### config.mk
export PLATFORM = sky130hd
export DESIGN_NAME = in_unit
export DESIGN_NICKNAME = d
export VERILOG_FILES = /design/src/rtl/in_unit_pkg.sv /design/src/rtl/in_fifo.sv /design/src/rtl/in_unit.sv
export SDC_FILE = /design/constraint.sdc
export NUM_CORES = 1
export LEC_CHECK = 0
export CAP_MARGIN = 40
export CELL_PAD_IN_SITES_DETAIL_PLACEMENT = 1
export CELL_PAD_IN_SITES_GLOBAL_PLACEMENT = 1
export CORE_MARGIN = 2
export CORE_UTILIZATION = 45
export CTS_CLUSTER_DIAMETER = 120
export CTS_CLUSTER_SIZE = 10
export DETAILED_ROUTE_END_ITERATION = 8
export HOLD_SLACK_MARGIN = 0.12
export PLACE_DENSITY_LB_ADDON = 0.1
export SLEW_MARGIN = 40
export SYNTH_ARGS = -nofsm -noshare
export SYNTH_HDL_FRONTEND = slang
export SYNTH_SLANG_ARGS = --single-unit
export TNS_END_PERCENT = 20
### constraint.sdc
create_clock -name clk -period 4.8 [get_ports clk]
set_clock_uncertainty 0.2 [all_clocks]
set_input_delay 0.48 -clock clk [delete_from_list [all_inputs] [get_ports clk]]
set_output_delay 0.48 -clock clk [all_outputs]
set_load 0.01 [all_outputs]
### src/rtl/in_unit_pkg.sv
// in_unit_pkg: shared ROB/CDB types and defaults for the IN-instruction input path.
package in_unit_pkg;
  localparam int ROB_WIDTH = 4;
  localparam int IN_FIFO_DEPTH = 16;
  typedef struct packed {
    logic valid;
    logic [ROB_WIDTH-1:0] tag;
    logic [31:0] data;
  } cdb_t;
  typedef struct packed {
    logic done;
    logic [ROB_WIDTH-1:0] tag;
  } in_entry_t;
endpackage

### src/rtl/in_fifo.sv
// in_fifo: receive byte FIFO with pop at head and peek at any offset from the head.
module in_fifo import in_unit_pkg::*; #(
  parameter int DEPTH = IN_FIFO_DEPTH,
  parameter int AW = $clog2(DEPTH)
) (
  input  logic clk,
  input  logic reset_n,
  input  logic push,
  input  logic pop,
  input  logic [7:0] din,
  input  logic [AW-1:0] offset,
  output logic [7:0] peek,
  output logic [AW:0] count,
  output logic full
);
  logic [7:0] mem [DEPTH];
  logic [AW-1:0] head, tail;
  always_ff @(posedge clk) if (push) mem[tail] <= din;
  always_ff @(posedge clk or negedge reset_n)
    if (!reset_n) begin
      head <= '0;
      tail <= '0;
      count <= '0;
    end else begin
      if (push) tail <= tail + 1'b1;
      if (pop) head <= head + 1'b1;
      count <= count + (AW+1)'(push) - (AW+1)'(pop);
    end
  assign peek = mem[head + offset];
  // depth is a power of two, so the count MSB alone marks full
  assign full = count[AW];
endmodule

### src/rtl/in_unit.sv
// in_unit: buffers receiver bytes and feeds them in program order to pending IN instructions.
// Define IN_DROP_COUNT_EN to drop overflow bytes (counted in drop_count) instead of backpressuring.
module in_unit import in_unit_pkg::*; #(
  parameter int N_ENTRY = 4,
  parameter int FIFO_DEPTH = IN_FIFO_DEPTH
) (
  input  logic clk,
  input  logic reset_n,
  input  logic flush,
  input  logic receiver_valid,
  input  logic [7:0] receiver_out,
  output logic receiver_ready,
  input  logic issue_valid,
  output logic issue_ready,
  input  logic [ROB_WIDTH-1:0] issue_tag,
  output logic cdb_valid,
  input  logic cdb_ready,
  output logic result_valid,
  output logic [ROB_WIDTH-1:0] result_tag,
  output logic [31:0] result_data,
  input  logic commit_valid,
  output logic commit_ready
`ifdef IN_DROP_COUNT_EN
  ,
  output logic [15:0] drop_count
`endif
);
  localparam int FW = $clog2(FIFO_DEPTH);
  localparam int PW = $clog2(N_ENTRY + 1);
  localparam int SW = $clog2(N_ENTRY);
  in_entry_t pend [N_ENTRY];
  in_entry_t pend_nxt [N_ENTRY];
  logic [PW-1:0] pend_count, count_nxt;
  logic [FW:0] fifo_count;
  logic [7:0] peek;
  logic full, commit, push, issue, bcast, hit;
  logic [SW-1:0] sel, ins;
  cdb_t res;
  assign commit_ready = pend_count != '0 && pend[0].done;
  assign commit = commit_valid && commit_ready;
  assign push = receiver_valid && (!full || commit);
  assign issue_ready = commit || pend_count < PW'(N_ENTRY);
  assign issue = issue_valid && issue_ready && !flush;
  assign bcast = hit && cdb_ready && !flush;
  assign ins = SW'(commit ? pend_count - 1'b1 : pend_count);
  in_fifo #(.DEPTH(FIFO_DEPTH)) u_fifo (
    .clk, .reset_n, .push, .pop(commit), .din(receiver_out),
    .offset(FW'(sel)), .peek, .count(fifo_count), .full
  );
  // entry j is bound to the byte j places behind the FIFO head
  always_comb begin
    hit = 1'b0;
    sel = '0;
    for (int j = N_ENTRY - 1; j >= 0; j--)
      if (PW'(j) < pend_count && !pend[j].done && (FW+1)'(j) < fifo_count) begin
        hit = 1'b1;
        sel = SW'(j);
      end
  end
  assign res = {hit, pend[sel].tag, 24'b0, peek};
  assign cdb_valid = hit;
  assign result_valid = res.valid;
  assign result_tag = res.tag;
  assign result_data = res.data;
  always_comb begin
    pend_nxt = pend;
    if (bcast) pend_nxt[sel].done = 1'b1;
    if (commit) begin
      for (int k = 0; k < N_ENTRY - 1; k++) pend_nxt[k] = pend_nxt[k + 1];
      pend_nxt[N_ENTRY - 1] = '0;
    end
    if (issue) pend_nxt[ins] = '{done: 1'b0, tag: issue_tag};
    count_nxt = pend_count + PW'(issue) - PW'(commit);
  end
  always_ff @(posedge clk or negedge reset_n)
    if (!reset_n) begin
      pend_count <= '0;
      for (int k = 0; k < N_ENTRY; k++) pend[k] <= '0;
    end else if (flush) begin
      pend_count <= '0;
      for (int k = 0; k < N_ENTRY; k++) pend[k].done <= 1'b0;
    end else begin
      pend_count <= count_nxt;
      pend <= pend_nxt;
    end
`ifdef IN_DROP_COUNT_EN
  assign receiver_ready = 1'b1;
  always_ff @(posedge clk or negedge reset_n)
    if (!reset_n) drop_count <= '0;
    else if (receiver_valid && !push && drop_count != 16'hFFFF) drop_count <= drop_count + 1'b1;
`else
  assign receiver_ready = !full || commit;
`endif
endmodule
==> flow_metrics.env, run 1 <==
export IMPL_cp_required_ns=4.12
export IMPL_max_slew_margin_pct=60.7
export IMPL_final_nets=555
export IMPL_critPathMaxFanout=16
export IMPL_final_period_utilization_pct=96.3
export IMPL_drc=0
export IMPL_pwr_share_comb_pct=41.7
export IMPL_worstMarginPinSlew_ns=0.588
export IMPL_status="completed"
export IMPL_dp_slack_ns=0.294
export IMPL_fin_ws_ns=0.175
export IMPL_syn_area_sq_mm=0.00739
export IMPL_fmax_mhz=216
export IMPL_p_clk_share_pct=24.6
export IMPL_multiInputGateArea_sq_mm=0.00238
export IMPL_numCtsBuffers=17
export IMPL_ff_latch_area_sq_mm=0.00475
export IMPL_hold_path_class="register to register"
export IMPL_slew_violations=0
export IMPL_synthTopCellsByCount="edfxtp_1, mux4_2, dfrtp_1"
export IMPL_switching_share_pct=32.3
export IMPL_initial_core_util_pct=46.4
export IMPL_tritoncts="yes"
export IMPL_gp_congestion=0.797
export IMPL_p_seq_share_pct=33.7
export IMPL_cap_violations=0
export IMPL_p_leak_uw=0.00308
export IMPL_ys_seq_elements=164
export IMPL_die_area_sq_mm=0.0175
export IMPL_crit_type="register to output port"
export IMPL_synth_yosys_warnings=0
export IMPL_crit_path_top_delay_cell="fa_2"
export IMPL_ys_flop_type="edfxtp_1"
export IMPL_clock_insertion_delay_worst_skew_ns=0.42
export IMPL_async_flop_share_pct=22.0
export IMPL_coreArea_sq_mm=0.0159
export IMPL_cp_data_arrival_time_ns=3.94
export IMPL_power_switching_uw=1780
export IMPL_syn_avg_cell_area_sq_um=16.3
export IMPL_endpoint_kind="output port"
export IMPL_final_area_sq_mm=0.00869
export IMPL_rsz0062_at_grt="true"
export IMPL_clk_path_buf_depth=2
export IMPL_start_kind="register"
export IMPL_num_vias=4076
export IMPL_grt_usage_pct=20.1
export IMPL_cts_max_level=4
export IMPL_ir_drop_mv=0.346
export IMPL_diodes=0
export IMPL_numPortBuffers=35
export IMPL_rows=46
export IMPL_vias_per_cell=5.49
export IMPL_grt_ovfl_total=0
export IMPL_yosys_cell_count_top_type="edfxtp_1"
export IMPL_antenna_left=0
export IMPL_drt_wl_total_mm=16.6
export IMPL_layout_drive_gt1_share_pct=23.3
export IMPL_path_buf_inv=4
export IMPL_area_growth_pct=17.6
export IMPL_crit_chain="inv_2 > ha_1 > nor2_1 > nand2_1 > a21oi_1 > nor2_1 > ha_2 > inv_1 > fa_2 > buf_12 > mux4_2 > mux4_2 > dlygate4sd2_1"
export IMPL_antenna_found_initial=0
export IMPL_first_iter_violations=299
export IMPL_cp_slowest_stage_delay_ns=0.63
export IMPL_chipWidth_microns=132
export IMPL_synth_largest_area_cell="edfxtp_1"
export IMPL_powerDensity_mw_per_mm2=635
export IMPL_fill_cells=1521
export IMPL_top_level_ports=60
export IMPL_synth_cells=452
export IMPL_yosysSeqAreaShare_pct=64.2
export IMPL_cts_root_buf="clkbuf_16"
export IMPL_wl_per_cell_microns=22.4
export IMPL_cts_sinks=164
export IMPL_min_period_ns=4.62
export IMPL_dpl_instance_area_sq_mm=0.00802
export IMPL_hold_violations=0
export IMPL_final_cells=743
export IMPL_grt_max_degree=37
export IMPL_first_pass_iters=4
export IMPL_intPower_uw=3730
export IMPL_synth_distinct_cells=54
export IMPL_synth_top_cell_area_share_pct=52.0
export IMPL_synthTopCellsByArea="edfxtp_1, dfrtp_1, mux4_2"
export IMPL_grt_pass1_wl_mm=25.7
export IMPL_dp_hpwl_mm=10.8
export IMPL_critical_path_top_delay_family="adder cells"
export IMPL_fp_dieH_microns=132
export IMPL_placed_cells=708
export IMPL_path_clk_slew_ns=0.07
export IMPL_first_global_vias=4247
export IMPL_synth_edf_count=128
export IMPL_setup_violations=0
## stage by stage
stage                     hold WS (ns)  TNS [ns]  total power (uW)  util [%]
after global routing             0.335   -0.0349              5830      54.5
after CTS                        0.303         0              5590      54.4
after floorplan                -0.0156         0              3440         -
final                            0.301         0              5520      54.5
after global placement           0.283         0              4150      50.3
after detailed placement         0.286         0              4210      50.3
## layout make-up
type | instances | area share (%)
Sequential cell | 164 | 54.6
Tap cell | 216 | 3.11
Inverter | 31 | 1.34
Multi-Input combinational cell | 240 | 27.5
Clock inverter | 15 | 1.97
Clock buffer | 17 | 4.90
Timing Repair Buffer | 60 | 6.60
## logic make-up (layout without fill, tap and decap cells)
| logic type | after synthesis | after routing | share of synthesized area, % |
|---|---|---|---|
| simple gates | 79 | 79 | 5.60 |
| buf+inv | 71 | 123 | 5.49 |
| mux | 40 | 40 | 12.2 |
| compound gates | 63 | 63 | 6.91 |
| fa+ha+maj | 22 | 22 | 4.03 |
| flops | 164 | 164 | 64.2 |
| xor+xnor | 12 | 12 | 1.52 |
| other cells | 1 | 24 | 0.0507 |
## worst paths after layout
kind,start,end,slack (ns),cells past startpoint
worst max-delay path,pend_count[1]$_DFF_PN0_,result_data[7],0.18,13
worst min-delay path,u_fifo.head[3]$_DFFE_PN0N_,u_fifo.head[3]$_DFFE_PN0N_,0.30,1
worst max register to register,pend_count[0]$_DFF_PN0_,u_fifo.count[4]$_DFF_PN0_,1.61,14
worst min register to register,u_fifo.head[3]$_DFFE_PN0N_,u_fifo.head[3]$_DFFE_PN0N_,0.30,1
max in group asynchronous,reset_n,pend_count[1]$_DFF_PN0_,3.67,2
min in group asynchronous,reset_n,u_fifo.count[2]$_DFF_PN0_,0.36,2
## power groups by stage
stage               registers [uW]  clock network (uW)  logic, uW
finish                        1860                1360       2300
global route                  1880                1440       2510
CTS                           1860                1390       2350
detailed placement            1890                   0       2320
global placement              1880                   0       2270
floorplan                     1820                   0       1620
## placed cells by master, fill, tap and decap left out, types with 16 or more instances in the layout
master | Yosys | final
clkdlybuf4s50_1 | 0 | 26
nor2_1 | 24 | 24
mux4_2 | 40 | 40
ha_1 | 19 | 16
clkbuf_16 | 0 | 17
conb_1 | 1 | 24
buf_4 | 26 | 22
dfrtp_1 | 36 | 35
edfxtp_1 | 128 | 128
inv_1 | 25 | 25
## sequential cells by signal (all words and copies together), names as in the netlist
signal,flops
u_fifo.mem,128
pend,20
u_fifo.count,5
u_fifo.head,4
u_fifo.tail,4
pend_count,3
## routing by layer
metal	vias up	wire, microns	GRT usage (%)
li1	1848	-	-
met1	2093	7300	28.0
met2	115	8070	31.5
met3	20	1030	4.96
met4	0	212	6.34
met5	-	0	0
## timing repair
item                       CTS  global route
hold buffers                 1             0
gates cloned                 1             0
hold endpoints to repair    36             0
buffers inserted             0             1
gates resized for setup     14             4
setup endpoints to repair    8             7
pin swaps                    1             3
Power figures use the tool's default switching activity.
==> run 2: changes to the inputs <==
==> constraint.sdc (replaced) <==
create_clock -name clk -period 4.8 [get_ports clk]
set_clock_uncertainty 0.2 [all_clocks]
set_input_delay 0.48 -clock clk [delete_from_list [all_inputs] [get_ports clk]]
set_output_delay 0.48 -clock clk [all_outputs]
set_load 0.1 [all_outputs]
==> run 2 against run 1 <==
Effect of this change:
- wire length grew 4.8%
- critical path depth fell by 1
- sequential share of layout area shrank 0.51 points
- count of clock-buffer cells in the layout unchanged
- non-clock buffer count down 1
- die area unchanged
==> flow_metrics.env, run 2 (synthesis gave the netlist of run 1 again) <==
export IMPL_grt_ovfl_total=0
export IMPL_crit_chain="inv_1 > ha_1 > a211oi_1 > a21oi_2 > nor2_2 > ha_4 > inv_1 > fa_2 > clkbuf_16 > mux4_2 > mux4_2 > buf_12"
export IMPL_final_period_utilization_pct=96.7
export IMPL_path_clk_slew_ns=0.06
export IMPL_diodes=0
export IMPL_largest_register_ffs=128
export IMPL_area_growth_pct=18.7
export IMPL_reg_top3="u_fifo.mem x128, pend x20, u_fifo.count x5"
export IMPL_drc=0
export IMPL_ff_latch_area_sq_mm=0.00475
export IMPL_fin_tns_setup_ns=0
export IMPL_slew_violations=0
export IMPL_initial_core_util_pct=46.4
export IMPL_wl_per_cell_microns=23.5
export IMPL_clock_insertion_delay_worst_skew_ns=0.43
export IMPL_numCtsBuffers=17
export IMPL_layout_drive_gt1_share_pct=26.3
export IMPL_chipWidth_microns=132
export IMPL_final_nets=554
export IMPL_fill_cells=1502
export IMPL_reg2regPathDepth=13
export IMPL_num_vias=4206
export IMPL_cp_slowest_stage_delay_ns=0.62
export IMPL_coreArea_sq_mm=0.0159
export IMPL_fmax_mhz=215
export IMPL_critPathLaunch="u_fifo.count[4]$_DFF_PN0_"
export IMPL_endpoint_kind="output port"
export IMPL_r2r_end="u_fifo.count[4]$_DFF_PN0_"
export IMPL_start_kind="register"
export IMPL_cp_required_ns=4.12
export IMPL_antenna_found_initial=0
export IMPL_grt_max_degree=37
export IMPL_vias_per_cell=5.68
export IMPL_cts_root_buf="clkbuf_16"
export IMPL_status="completed"
export IMPL_rows=46
export IMPL_cts_max_level=4
export IMPL_gp_congestion=0.790
export IMPL_hold_violations=0
export IMPL_max_slew_margin_pct=61.5
export IMPL_die_area_sq_mm=0.0175
export IMPL_numPortBuffers=35
export IMPL_clk_path_buf_depth=2
export IMPL_setup_violations=0
export IMPL_worstMarginPinSlew_ns=0.574
export IMPL_grt_pass1_wl_mm=27.3
export IMPL_first_pass_iters=5
export IMPL_crit_path_top_delay_cell="fa_2"
export IMPL_cap_violations=0
export IMPL_wl_met2_mm=8.31
export IMPL_layout_common_cells="edfxtp_1, mux4_2, dfrtp_1"
export IMPL_top_level_ports=60
export IMPL_crit_cells=12
export IMPL_dp_hpwl_mm=11.1
export IMPL_drt_wl_total_mm=17.4
export IMPL_cts_sinks=164
export IMPL_final_common_cell="edfxtp_1"
export IMPL_rsz0062_at_grt="false"
export IMPL_wl_met3_microns=827
export IMPL_cp_data_arrival_time_ns=3.96
export IMPL_fp_dieH_microns=132
export IMPL_first_iter_violations=299
export IMPL_rrSetupSlack_ns=1.49
export IMPL_min_period_ns=4.64
export IMPL_crit_type="register to output port"
export IMPL_critical_path_top_delay_family="adder cells"
export IMPL_critPathMaxFanout=16
export IMPL_regMostFlops="u_fifo.mem"
export IMPL_fin_util_pct=55.0
export IMPL_m1WireLength_mm=8.05
export IMPL_multiInputGateArea_sq_mm=0.00239
export IMPL_first_global_vias=4462
export IMPL_dr_max_layer_used="met4"
export IMPL_antenna_left=0
export IMPL_path_buf_inv=4
export IMPL_crit_end="result_data[2]"
export IMPL_grt_usage_pct=21.2
export IMPL_rr_startpoint="pend_count[0]$_DFF_PN0_"
export IMPL_tritoncts="yes"
export IMPL_hold_path_class="register to register"
[run 2: cell types whose count changed in the layout (fill, tap and decap cells not counted), sizes merged]
cell / before / now
dlygate4sd2: 8 / 0
bufinv: 2 / 4
clkdlybuf4s50: 26 / 17
buf: 25 / 40
clkbuf: 17 / 18
clkinvlp: 4 / 3
clkinv: 4 / 2
[run 2: repair_timing]
action / 4_1_cts / 5_1_grt
hold buffers: 1 / 0
setup buffers: 0 / 1
resized for setup: 1 / 9
setup endpoints to repair: 2 / 8
pin swaps: 0 / 2
hold endpoints to repair: 36 / 0
cloned: 0 / 1
[run 2: final cells by class]
type / count / area share [%]
tap: 216 / 3.08
timing repair buffer: 59 / 7.05
clock buffer: 17 / 4.85
clock inverter: 14 / 2.28
sequential: 164 / 54.1
multi-input combinational: 240 / 27.3
inverter: 31 / 1.33
[run 2: worst min-delay path by stage]
stage,end,slack [ns],cells past startpoint,from
2_1_floorplan,pend[0]$_DFFE_PN0N_,-0.02,0,reset_n
3_3_place_gp,u_fifo.head[3]$_DFFE_PN0N_,0.28,1,u_fifo.head[3]$_DFFE_PN0N_
3_5_place_dp,pend_count[0]$_DFF_PN0_,0.29,1,reset_n
4_1_cts,u_fifo.head[3]$_DFFE_PN0N_,0.33,1,u_fifo.head[3]$_DFFE_PN0N_
5_1_grt,u_fifo.head[3]$_DFFE_PN0N_,0.36,1,u_fifo.head[3]$_DFFE_PN0N_
6_report,u_fifo.head[3]$_DFFE_PN0N_,0.32,1,u_fifo.head[3]$_DFFE_PN0N_
[run 2: layer usage]
layer  track usage [%]  vias to the layer above
met2              32.8                      118
li1                  -                     1833
met1              30.4                     2238
met5                 0                        -
met3              4.61                       17
met4              6.16                        0
[run 2: per-stage QoR]
step                      instances  hold slack (ns)  setup WS [ns]  area (sq um)
after global placement          707            0.282          0.518          8080
after floorplan                 475          -0.0156          0.599          7480
after CTS                       739            0.330         0.0317          8710
after detailed placement        707            0.285          0.482          8060
final                           741            0.325          0.158          8770
after global routing            741            0.358         0.0164          8770
Power of run 2 is not shown: default switching activity piles up to over one toggle a cycle in this logic, so the estimate is an artifact.
==> run 3: changes to the inputs <==
--- a/config.mk
+++ b/config.mk
@@ -13,10 +13,10 @@
 export CTS_CLUSTER_DIAMETER = 120
 export CTS_CLUSTER_SIZE = 10
 export DETAILED_ROUTE_END_ITERATION = 8
+export GPL_TIMING_DRIVEN = 1
 export HOLD_SLACK_MARGIN = 0.12
 export PLACE_DENSITY_LB_ADDON = 0.1
 export SLEW_MARGIN = 40
 export SYNTH_ARGS = -nofsm -noshare
 export SYNTH_HDL_FRONTEND = slang
 export SYNTH_SLANG_ARGS = --single-unit
-export TNS_END_PERCENT = 20
==> results of run 3 <==
The final DEF is identical to that of run 2; final timing and power are the same.
Power of run 3 is left out for the same reason.
